===== src/rtl/uart_pkg.sv =====
// uart_pkg: shared receiver state encoding, parity types and legal prescale ratios
package uart_pkg;
  typedef enum logic [2:0] {IDLE, START, DATA, PARITY, STOP} rx_state_t;
  typedef enum logic {PAR_EVEN = 1'b0, PAR_ODD = 1'b1} par_typ_t;
  localparam int PRESC_8  = 8;
  localparam int PRESC_16 = 16;
  localparam int PRESC_32 = 32;
endpackage


===== src/rtl/uart_rx_frame_if.sv =====
// uart_rx_frame_if: serial line, frame configuration and received-byte outputs
interface uart_rx_frame_if #(
  parameter int DATA_WIDTH = 8,
  parameter int PRESCALE_W = 6
);
  logic                  RX_IN;
  logic [PRESCALE_W-1:0] Prescale;
  logic                  PAR_EN;
  logic                  PAR_TYP;
  logic [DATA_WIDTH-1:0] P_DATA;
  logic                  Data_Valid;
  logic                  Par_Err;
  logic                  Stp_Err;
  modport master (output RX_IN, Prescale, PAR_EN, PAR_TYP, input P_DATA, Data_Valid, Par_Err, Stp_Err);
  modport slave  (input RX_IN, Prescale, PAR_EN, PAR_TYP, output P_DATA, Data_Valid, Par_Err, Stp_Err);
endinterface


===== src/rtl/uart_rx_sampler.sv =====
// uart_rx_sampler: per-bit edge counter with 3-sample majority vote around mid-bit
module uart_rx_sampler #(
  parameter int PRESCALE_W = 6
) (
  input  logic                  clk,
  input  logic                  rst,
  input  logic                  i_rx_s,
  input  logic                  i_run,
  input  logic [PRESCALE_W-1:0] i_presc,
  output logic                  o_bit_done,
  output logic                  o_dec,
  output logic                  o_bit_val
);
  logic [PRESCALE_W-1:0] r_edge, w_half;
  logic [1:0]            r_smp;
  logic                  r_val, r_dec;
  assign w_half     = i_presc >> 1;
  assign o_bit_done = i_run && r_edge == i_presc - PRESCALE_W'(1);
  assign o_dec      = r_dec;
  assign o_bit_val  = r_val;
  // third sample is taken live and voted in the same cycle; o_dec marks the registered result
  always_ff @(posedge clk or posedge rst) begin
    if (rst) begin
      r_edge <= '0;
      r_smp  <= 2'b11;
      r_val  <= 1'b1;
      r_dec  <= 1'b0;
    end else begin
      r_edge <= (!i_run || o_bit_done) ? '0 : r_edge + PRESCALE_W'(1);
      if (r_edge == w_half - PRESCALE_W'(1)) r_smp[0] <= i_rx_s;
      if (r_edge == w_half) r_smp[1] <= i_rx_s;
      if (r_edge == w_half + PRESCALE_W'(1)) r_val <= (r_smp[0] & r_smp[1]) | (r_smp[0] & i_rx_s) | (r_smp[1] & i_rx_s);
      r_dec <= i_run && r_edge == w_half + PRESCALE_W'(1);
    end
  end
endmodule


===== src/rtl/uart_rx_frame.sv =====
// uart_rx_frame: UART receiver with start-glitch rejection, optional parity and stop check
module uart_rx_frame
  import uart_pkg::*;
#(
  parameter int DATA_WIDTH = 8,
  parameter int PRESCALE_W = 6
) (
  input logic           CLK,
  input logic           RST,
  uart_rx_frame_if.slave bus
);
  localparam int CW = $clog2(DATA_WIDTH);
  localparam logic [CW-1:0] LAST = CW'(DATA_WIDTH - 1);
  logic [1:0]            r_sync;
  rx_state_t             r_state, w_next;
  logic [PRESCALE_W-1:0] r_presc, w_presc;
  logic                  r_par_en;
  par_typ_t              r_par_typ;
  logic [CW-1:0]         r_bit_cnt;
  logic [DATA_WIDTH-1:0] r_shift, r_data;
  logic                  r_par_bad, r_dv, r_pe, r_se;
  logic                  w_rx_s, w_bit_done, w_dec, w_bit_val, w_launch, w_finish, w_par_exp;
  assign w_rx_s    = r_sync[1];
  assign w_presc   = (bus.Prescale == PRESCALE_W'(PRESC_16) || bus.Prescale == PRESCALE_W'(PRESC_32)) ? bus.Prescale : PRESCALE_W'(PRESC_8);
  assign w_launch  = r_state == IDLE && !w_rx_s;
  assign w_finish  = r_state == STOP && w_dec;
  assign w_par_exp = r_par_typ == PAR_ODD ? ~^r_shift : ^r_shift;
  assign bus.P_DATA     = r_data;
  assign bus.Data_Valid = r_dv;
  assign bus.Par_Err    = r_pe;
  assign bus.Stp_Err    = r_se;
  uart_rx_sampler #(.PRESCALE_W(PRESCALE_W)) u_sampler (
    .clk        (CLK),
    .rst        (RST),
    .i_rx_s     (w_rx_s),
    .i_run      (r_state != IDLE),
    .i_presc    (r_presc),
    .o_bit_done (w_bit_done),
    .o_dec      (w_dec),
    .o_bit_val  (w_bit_val)
  );
  // STOP leaves at the decision, not the bit end, so a back-to-back start edge is not missed
  always_comb begin
    w_next = r_state;
    unique case (r_state)
      IDLE:    w_next = w_rx_s ? IDLE : START;
      START:   w_next = (w_dec && w_bit_val) ? IDLE : w_bit_done ? DATA : START;
      DATA:    w_next = (w_bit_done && r_bit_cnt == LAST) ? (r_par_en ? PARITY : STOP) : DATA;
      PARITY:  w_next = w_bit_done ? STOP : PARITY;
      STOP:    w_next = w_dec ? IDLE : STOP;
      default: w_next = IDLE;
    endcase
  end
  always_ff @(posedge CLK or posedge RST) begin
    if (RST) begin
      r_sync    <= 2'b11;
      r_state   <= IDLE;
      r_presc   <= PRESCALE_W'(PRESC_8);
      r_par_en  <= 1'b0;
      r_par_typ <= PAR_EVEN;
      r_bit_cnt <= '0;
      r_shift   <= '0;
      r_par_bad <= 1'b0;
      r_data    <= '0;
      r_dv      <= 1'b0;
      r_pe      <= 1'b0;
      r_se      <= 1'b0;
    end else begin
      r_sync  <= {r_sync[0], bus.RX_IN};
      r_state <= w_next;
      r_dv    <= w_finish && w_bit_val && !r_par_bad;
      r_pe    <= w_finish && r_par_bad;
      r_se    <= w_finish && !w_bit_val;
      if (w_launch) begin
        r_presc   <= w_presc;
        r_par_en  <= bus.PAR_EN;
        r_par_typ <= par_typ_t'(bus.PAR_TYP);
        r_bit_cnt <= '0;
        r_par_bad <= 1'b0;
      end
      if (r_state == DATA && w_dec) r_shift[r_bit_cnt] <= w_bit_val;
      if (r_state == DATA && w_bit_done) r_bit_cnt <= r_bit_cnt == LAST ? '0 : r_bit_cnt + CW'(1);
      if (r_state == PARITY && w_dec) r_par_bad <= w_bit_val != w_par_exp;
      if (w_finish && w_bit_val && !r_par_bad) r_data <= r_shift;
    end
  end
endmodule


===== src/flat_wrapper.sv =====
// flat-port wrapper written by rule: the top's interface ports become plain ports
module uart_rx_frame_flat import uart_pkg::*;
#(
  parameter int DATA_WIDTH = 8,
  parameter int PRESCALE_W = 6
)
  (CLK, RST, bus_RX_IN, bus_Prescale, bus_PAR_EN, bus_PAR_TYP, bus_P_DATA, bus_Data_Valid, bus_Par_Err, bus_Stp_Err);
  uart_rx_frame_if #(.DATA_WIDTH(DATA_WIDTH), .PRESCALE_W(PRESCALE_W)) bus_i ();
  input logic CLK;
  input logic RST;
  input wire logic [$bits(bus_i.RX_IN)-1:0] bus_RX_IN;
  input wire logic [$bits(bus_i.Prescale)-1:0] bus_Prescale;
  input wire logic [$bits(bus_i.PAR_EN)-1:0] bus_PAR_EN;
  input wire logic [$bits(bus_i.PAR_TYP)-1:0] bus_PAR_TYP;
  output wire logic [$bits(bus_i.P_DATA)-1:0] bus_P_DATA;
  output wire logic [$bits(bus_i.Data_Valid)-1:0] bus_Data_Valid;
  output wire logic [$bits(bus_i.Par_Err)-1:0] bus_Par_Err;
  output wire logic [$bits(bus_i.Stp_Err)-1:0] bus_Stp_Err;
  assign bus_i.RX_IN = bus_RX_IN;
  assign bus_i.Prescale = bus_Prescale;
  assign bus_i.PAR_EN = bus_PAR_EN;
  assign bus_i.PAR_TYP = bus_PAR_TYP;
  assign bus_P_DATA = bus_i.P_DATA;
  assign bus_Data_Valid = bus_i.Data_Valid;
  assign bus_Par_Err = bus_i.Par_Err;
  assign bus_Stp_Err = bus_i.Stp_Err;
  uart_rx_frame #(.DATA_WIDTH(DATA_WIDTH), .PRESCALE_W(PRESCALE_W)) u_core (.CLK(CLK), .RST(RST), .bus(bus_i));
endmodule

===== config.mk =====
export PLATFORM = sky130hd
export DESIGN_NAME = uart_rx_frame_flat
export DESIGN_NICKNAME = d
export VERILOG_FILES = /design/src/rtl/uart_pkg.sv /design/src/rtl/uart_rx_frame_if.sv /design/src/rtl/uart_rx_sampler.sv /design/src/rtl/uart_rx_frame.sv /design/src/flat_wrapper.sv
export SDC_FILE = /design/constraint.sdc
export NUM_CORES = 1
export LEC_CHECK = 0
export ABC_AREA = 1
export BUFFER_PORTS_ARGS = -buffer_cell sky130_fd_sc_hd__buf_2
export CORE_ASPECT_RATIO = 0.7
export CORE_UTILIZATION = 38
export DETAILED_ROUTE_END_ITERATION = 16
export GPL_ROUTABILITY_DRIVEN = 0
export HOLD_SLACK_MARGIN = 0.1
export MAX_ROUTING_LAYER = met4
export SYNTH_ARGS = -nofsm -noshare
export SYNTH_HDL_FRONTEND = slang
export SYNTH_SLANG_ARGS = --single-unit

===== constraint.sdc =====
create_clock -name CLK -period 4.16 [get_ports CLK]
set_input_delay 0.208 -clock CLK [delete_from_list [all_inputs] [get_ports CLK]]
set_output_delay 0.208 -clock CLK [all_outputs]
set_load 0.05 [all_outputs]

# Yosys cells after proc, flatten, opt, wreduce, memory -nomap -nowiden
# Cells that the tools add are included.
# totals
n_memories,0
ff_bits,46
latch_bits,0
out_inout_bits,11
word_cells,86
mem_bits_rw,0
romBits,0
# classes
n_eq_ne,12
muxes,19
n_reduce_logical,26
shift,0
add_sub_neg,5
order_cmp,2
n_div,0
multipliers,0
bitwise_logic,5
# op_table
operator,n
$mux W3,8
$eq A6 B6 Y1,3
$pmux W3 S5,1
$logic_and A1 B1 Y1,14
$mux W6,2
$bwmux W8,1
$reduce_xnor A8 Y1,1
$reduce_xor A8 Y1,1
$add A5 B1 Y6 const B,1
$add A6 B1 Y6 const B,1
$eq A3 B2 Y1 const B,2
$eq A3 B3 Y1 const B,2
$eq A6 B5 Y1,1
$eq A6 B5 Y1 const B,1
$eq A6 B6 Y1 const B,1
$sub A5 B1 Y6 const B,1
$sub A6 B1 Y6 const B,1
$mux W1,5
$logic_not A1 Y1,4
$lt A3 B4 Y1 const B,1
$reduce_bool A2 Y1,2
$add A3 B1 Y3 const B,1
$and A1 B1 Y1,3
$demux W1 S3,1
other kinds (8),10

# Longest topological paths before layout
# Gate-level depths: netlist of run 1.
# logic_depth
word_depth,6
mapped_depth,13
ltp_nobuf,13

# Cells and area by module
# From an unflattened synthesis of run 1, not the netlist that was laid out.
# unflattened
cells_unflattened,369
hier_area_um2,2691.3
# modules_own_cells
mod,cells_each,area_per_inst_um2,instances
uart_rx_frame,202,1709.1,1
uart_rx_sampler,167,982.2,1

# Worst setup path after synthesis of run 1
# No wires, ideal clock.
# synth_path
kind,register to register
startpoint,register u_core.r_presc[1]
endpoint,register u_core.r_bit_cnt[0]
setup_slack_ps,2539
t_required_ps,4043
setup_ps,117
stages_incl_launch_ff,12
t_arrival_ps,1503
synth_period_minus_slack_ps,1621
cell_sequence,dfrtp_1 inv_1 ha_1 nand2_1 nand2_1 inv_1 nor2_1 nand3b_1 nor2_1 nand2_1 nand3_1 nand2_1
# synth_between
elab_chain_cells,5
elab_cells_between_ends,6
# synth_rtl
item,line,text
from (decl),uart_rx_frame.sv:16,"logic [PRESCALE_W-1:0] r_presc, w_presc;"
from (signal assigned),uart_rx_frame.sv:58,r_presc <= PRESCALE_W'(PRESC_8);
from (signal assigned),uart_rx_frame.sv:75,r_presc <= w_presc;
$sub A6 B1 Y6 (*),uart_rx_sampler.sv:18,assign o_bit_done = i_run && r_edge == i_presc - PRESCALE_W'(1);
$eq A6 B6 Y1 (*),uart_rx_sampler.sv:18,
$logic_and A1 B1 Y1 (*),uart_rx_sampler.sv:18,
$logic_and A1 B1 Y1 (*),uart_rx_frame.sv:82,if (r_state == DATA && w_bit_done) r_bit_cnt <= r_bit_cnt == LAST ? '0 : r_bit_cnt + CW'(1);
$mux W3 or $reduce_bool A2 Y1 (tied branches),--,
to (signal assigned),uart_rx_frame.sv:82,
to (decl),uart_rx_frame.sv:19,logic [CW-1:0] r_bit_cnt;
# Mark *: on every way between the ends. The rest lies on a longest branch, timed or not.
# A chain may end at the register's enable or synchronous reset.

# Worst setup path after layout of run 1
# layout_path
startpoint,register u_core.r_presc[1]
endpoint,register u_core.r_bit_cnt[1]
# Same word-level chain as after synthesis.

==> metrics.csv, run 1 <==
metric,value,unit
net switching power,0.504,mW
combinational power share,31.0,%
Final Cycle Share,45.9,%
Power Internal,0.784,mW
clock power share,23.0,%
Remaining DRCs,0,
root buf cell,clkbuf_8,
post-synthesis net count,374,
WS Path Type,reg2reg,
vias in the first global route,2060,
largest net degree at the start of global routing,47,
status,"finished, final reports clean",
setup violators final,0,
# port buffers,21,
Initial Util,40.2,%
area of the die,0.00763,mm^2
antenna-violating nets left,0,
"Reg clk slew, reported paths",0.10,ns
Critical Path Source Type,flop,
Sw Ratio,39.1,%
H-tree depth,2,
CTS Buf Count,5,
via count,2193,
max_cap viols,0,
CTS tree,done,
CP Max Fanout,6,
Antenna diodes,0,
synth warn,0,
DP Wirelength,4.13,mm
crit path DAT,2.12,ns
Lkg Pwr,1.51,nW
Post-synth EDFFs,0,
GRT Total Usage,16.5,%
min cycle time layout,1.91,ns
final worst slack,2.25,ns
setup TNS,0,ns
GRT overflow,0,
Die Height,73.4,um
"FF+latch count, synth",46,
"Cell Area, Synth",0.00277,mm^2
Horiz. Die Dim,104,um
Hold Crit Class,in2async,
Routed wire per std cell,11.6,um
cell count of the worst reg-to-reg path,11,
initial drt markers,90,
top-count cell post-synth,nand2_1,
io pins,22,
total routed wirelength,5.52,mm
Final Skew,0.0138,ns
Post-synth top cells,"nand2_1, dfrtp_1, inv_1",
row count,25,
worst slew pin tran,0.964,ns
core area,0.00688,mm^2
global-route wire length before repair,9.56,mm
nets,400,
via/cell ratio,4.60,
Layout area overhead,11.1,%
part of the power in registers,46.1,%
post-synthesis sequential area ratio,41.9,%
Syn Area/Cell,7.77,um^2
Yosys cell types,34,
CP Capture Type,flop,
share of post-route cells with drive strength above 1,19.8,%
Peak VDD IR,196,uV
top cell type's share of synthesized area,36.2,%
Slew headroom,35.6,%
Crit path required time,4.37,ns
initial antenna violation count,0,
Post-Syn Instances,356,
Yosys top cell by area,dfrtp_1,
pre-CTS WS,2.29,ns
"FFs w/ async S/R, synth",100,%
Power Dens Cells,419,mW/mm^2
clk sink count,46,
Most used DFF post-synth,dfrtp_1,
post-cts sizing count,0,
CTS max path bufs,2,
Detailed Routing Iterations Pass 1,4,
insertion delay to the later sink of the worst-skew pair,0.31,ns
Final Hold Violating Endpoints,0,
Max Clk Rate,524,MHz
RSZ-0062 raised after global routing,no,
synth top area cells,"dfrtp_1, nand2_1, dfstp_2",
Slew Limit Fails,0,
logic make-up after synthesis:
logic type,share of synthesized area [%]
AND/OR/NAND/NOR,33.2
buffers and inverters,7.87
flip-flops,41.9
AO/OA/AOI/OAI,6.61
XOR/XNOR,7.24
adder cells (fa/ha/maj),3.17
power groups by stage:
stage               logic, mW  registers [mW]  clock network, mW
floorplan               0.338           0.570                  0
global placement        0.394           0.603                  0
detailed placement      0.400           0.602                  0
CTS                     0.403           0.594              0.305
global route            0.465           0.605              0.324
finish                  0.399           0.594              0.296
what timing repair did:
action,4_1_cts,5_1_grt
hold buffers,2,0
setup buffers,0,0
endpoints found under the hold margin,2,0
metal layers:
layer  GRT usage [%]  part of all wire, %  vias to the layer above
met3            2.66                  2.8                        4
met1            22.3                   54                      993
met2            25.2                   43                       29
li1                -                    -                     1167
met4            6.19                 0.60                        0
met5               -                    0                        -
layout make-up:
type / count / area, um^2
clock buffer: 5 / 68.8
clock inverter: 3 / 25.0
fill: 704 / 3810
inverter: 50 / 188
multi-input combinational: 256 / 1390
sequential: 46 / 1160
tap: 94 / 118
timing repair buffer: 23 / 125
worst paths after layout:
check                                  start                          to  slack [ns]
max                        u_core.r_presc[1]         u_core.r_bit_cnt[1]        2.25
min                                      RST  u_core.u_sampler.r_edge[2]        0.11
max reg2reg                u_core.r_presc[1]         u_core.r_bit_cnt[1]        2.25
min reg2reg                 u_core.r_sync[0]            u_core.r_sync[1]        0.36
max in group asynchronous                RST           u_core.r_state[2]        3.45
min in group CLK                  bus_PAR_EN             u_core.r_par_en        0.11
metrics by stage:
step / util (%) / hold WS [ns] / power (mW) / cells / area, um^2
2_1_floorplan: - / 0.212 / 0.908 / 356 / 2770
3_3_place_gp: 43.0 / 0.316 / 0.997 / 467 / 2960
3_5_place_dp: 43.0 / 0.315 / 1.00 / 467 / 2960
4_1_cts: 44.6 / 0.104 / 1.30 / 477 / 3070
5_1_grt: 44.6 / 0.157 / 1.39 / 477 / 3070
6_report: 44.6 / 0.110 / 1.29 / 477 / 3070
state kept, by name (all words and copies together) (netlist names), 2 cells and up:
register                 cells
u_core.bus.P_DATA            8
u_core.r_shift               8
u_core.r_presc               6
u_core.u_sampler.r_edge      6
u_core.r_bit_cnt             3
u_core.r_state               3
u_core.r_sync                2
u_core.u_sampler.r_smp       2
cells in the final DEF, fill, tap and decap left out, types with 3 or more instances in the layout:
master / count
inv_2: 12
ha_1: 7
dfstp_2: 6
o21ai_0: 12
a21oi_1: 4
xnor2_1: 11
nand3_1: 21
buf_2: 21
nor2_1: 38
nand2_1: 105
nand2_2: 5
nand4_1: 5
o21ai_1: 3
clkbuf_8: 5
inv_1: 38
nor3_1: 3
nor2_2: 4
nor2_4: 4
dfrtp_1: 40
o21ai_2: 6
xor2_1: 10
critical path: stages (launching register included):
cell	delay (ns)
dfrtp_1	0.45
inv_1	0.17
ha_1	0.26
nand2_1	0.09
nor2_2	0.16
nand3_1	0.09
nand2_1	0.06
nand3_1	0.07
nor2_1	0.18
nand2_1	0.12
nand3_1	0.10
nand2_1	0.06
(Power assumes the default switching activity.)
==> run 2, diff against run 1 <==
- clock period: 4.16 -> 1.86 ns (I/O delays scaled with it)
==> run 2 against run 1 <==
Register-to-register slack worse by 2.1 ns. Utilization is 2.1 points higher. Die area stayed put. Global-route usage hardly changed. Sequential cell count stayed put. First-iteration DRC count is 38% higher. Sequential share of layout area is 1.7 points lower. Setup slack worse by 2.1 ns. Cell count is 2.5% higher.
==> metrics.csv, run 2 (synthesis gave the netlist of run 1 again) <==
metric,value,unit
register area,0.00116,mm^2
total routed wirelength,5.77,mm
CP Capture Type,flop,
hold path start,bus_Prescale[3],
Final Cycle Share,92.7,%
largest net degree at the start of global routing,20,
Initial Util,40.2,%
"commonest non-fill, non-tap cell in the layout",nand2_1,
area of the multi-input gates,0.00141,mm^2
clk sink count,46,
min cycle time layout,1.73,ns
RR Startpoint,u_core.r_presc[1],
CTS tree,done,
vias in the first global route,2025,
Max Clk Rate,580,MHz
# port buffers,21,
"Reg clk slew, reported paths",0.10,ns
nets,412,
Antenna diodes,0,
antenna-violating nets left,0,
area of the die,0.00763,mm^2
Crit. Startpoint,u_core.r_presc[1],
Routed wire per std cell,11.8,um
worst slew pin tran,0.436,ns
insertion delay to the later sink of the worst-skew pair,0.31,ns
met3 Use GR,2.93,%
busiest grt layer,met2,
Detailed Routing Iterations Pass 1,4,
root buf cell,clkbuf_8,
crit path DAT,1.97,ns
Power Dens Cells,945,mW/mm^2
Hold Crit Class,in2reg,
Final Skew,0.0167,ns
Slew Limit Fails,0,
via/cell ratio,4.55,
CP Max Fanout,4,
fin util,46.7,%
initial antenna violation count,0,
GRT Total Usage,16.5,%
setup TNS,0,ns
met2 Use GR,25.1,%
status,"finished, final reports clean",
"commonest cells after routing, fill and taps aside","nand2_1, dfrtp_1, inv_1",
max_cap viols,0,
CTS max path bufs,2,
initial drt markers,124,
Slew headroom,70.7,%
Remaining DRCs,0,
share of post-route cells with drive strength above 1,22.5,%
H-tree depth,2,
Final Hold Violating Endpoints,0,
Crit path required time,2.11,ns
final-layout fill cell count,720,
Die Height,73.4,um
core area,0.00688,mm^2
Critical Path Source Type,flop,
global-route wire length before repair,9.54,mm
WS Path Type,reg2reg,
Peak VDD IR,413,uV
setup violators final,0,
Lkg Pwr,1.58,nW
io pins,22,
CTS Buf Count,5,
DP Wirelength,4.38,mm
met1 usage,22.8,%
RSZ-0062 raised after global routing,no,
GRT overflow,0,
Layout area overhead,16.3,%
Horiz. Die Dim,104,um
via count,2224,
row count,25,
[run 2: timing repair]
action                                 4_1_cts  5_1_grt
buffers inserted                             0        1
setup endpoints to repair                    0       13
gates resized for setup                      0        7
endpoints found under the hold margin       17        0
hold buffers                                 6        0
[run 2: critical path, cell delays in order (launching register included)]
cell,delay (ns)
dfrtp_1,0.40
inv_2,0.12
ha_2,0.29
xnor2_1,0.13
nor2_2,0.12
nand2_1,0.10
nor2_4,0.13
nand3_4,0.11
nor2_4,0.12
nand3_1,0.07
nand2_1,0.06
[run 2: stage by stage]
stage	instances	hold WS [ns]	area, um^2	total power [mW]	setup WS (ns)
4_1_cts	488	0.131	3180	3.07	0.0550
3_5_place_dp	474	0.124	3010	2.27	0.104
5_1_grt	489	0.140	3220	3.26	0.00487
3_3_place_gp	474	0.119	3010	2.25	0.134
2_1_floorplan	356	0.0975	2770	2.03	0.239
6_report	489	0.138	3220	3.04	0.135
[run 2: worst paths after layout]
check                      depth (start not counted)  slack [ns]                          to
min in group asynchronous                          3        0.33  u_core.u_sampler.r_edge[3]
setup / recovery                                  10        0.13         u_core.r_bit_cnt[0]
setup reg to reg                                  10        0.13         u_core.r_bit_cnt[0]
max in group asynchronous                          4        0.93  u_core.u_sampler.o_bit_val
hold reg to reg                                    0        0.36            u_core.r_sync[1]
hold / removal                                     4        0.14           u_core.r_presc[5]
[run 2: power by group]
part	total, mW	switching (mW)	internal (mW)
combinational	0.952	0.594	0.359
clock	0.772	0.369	0.403
sequential	1.31	0.163	1.15
[run 2: metal layers]
layer | vias to the layer above | part of all wire (%)
met2 | 34 | 44
met1 | 1002 | 52
met4 | 0 | 0.64
met5 | - | 0
met3 | 5 | 3.6
li1 | 1183 | -
[run 2: final cells by class]
class | count | area share (%)
multi-input combinational | 256 | 44.0
sequential | 46 | 36.0
timing repair buffer | 35 | 7.00
inverter | 50 | 5.84
tap | 94 | 3.66
clock buffer | 5 | 2.14
clock inverter | 3 | 1.36
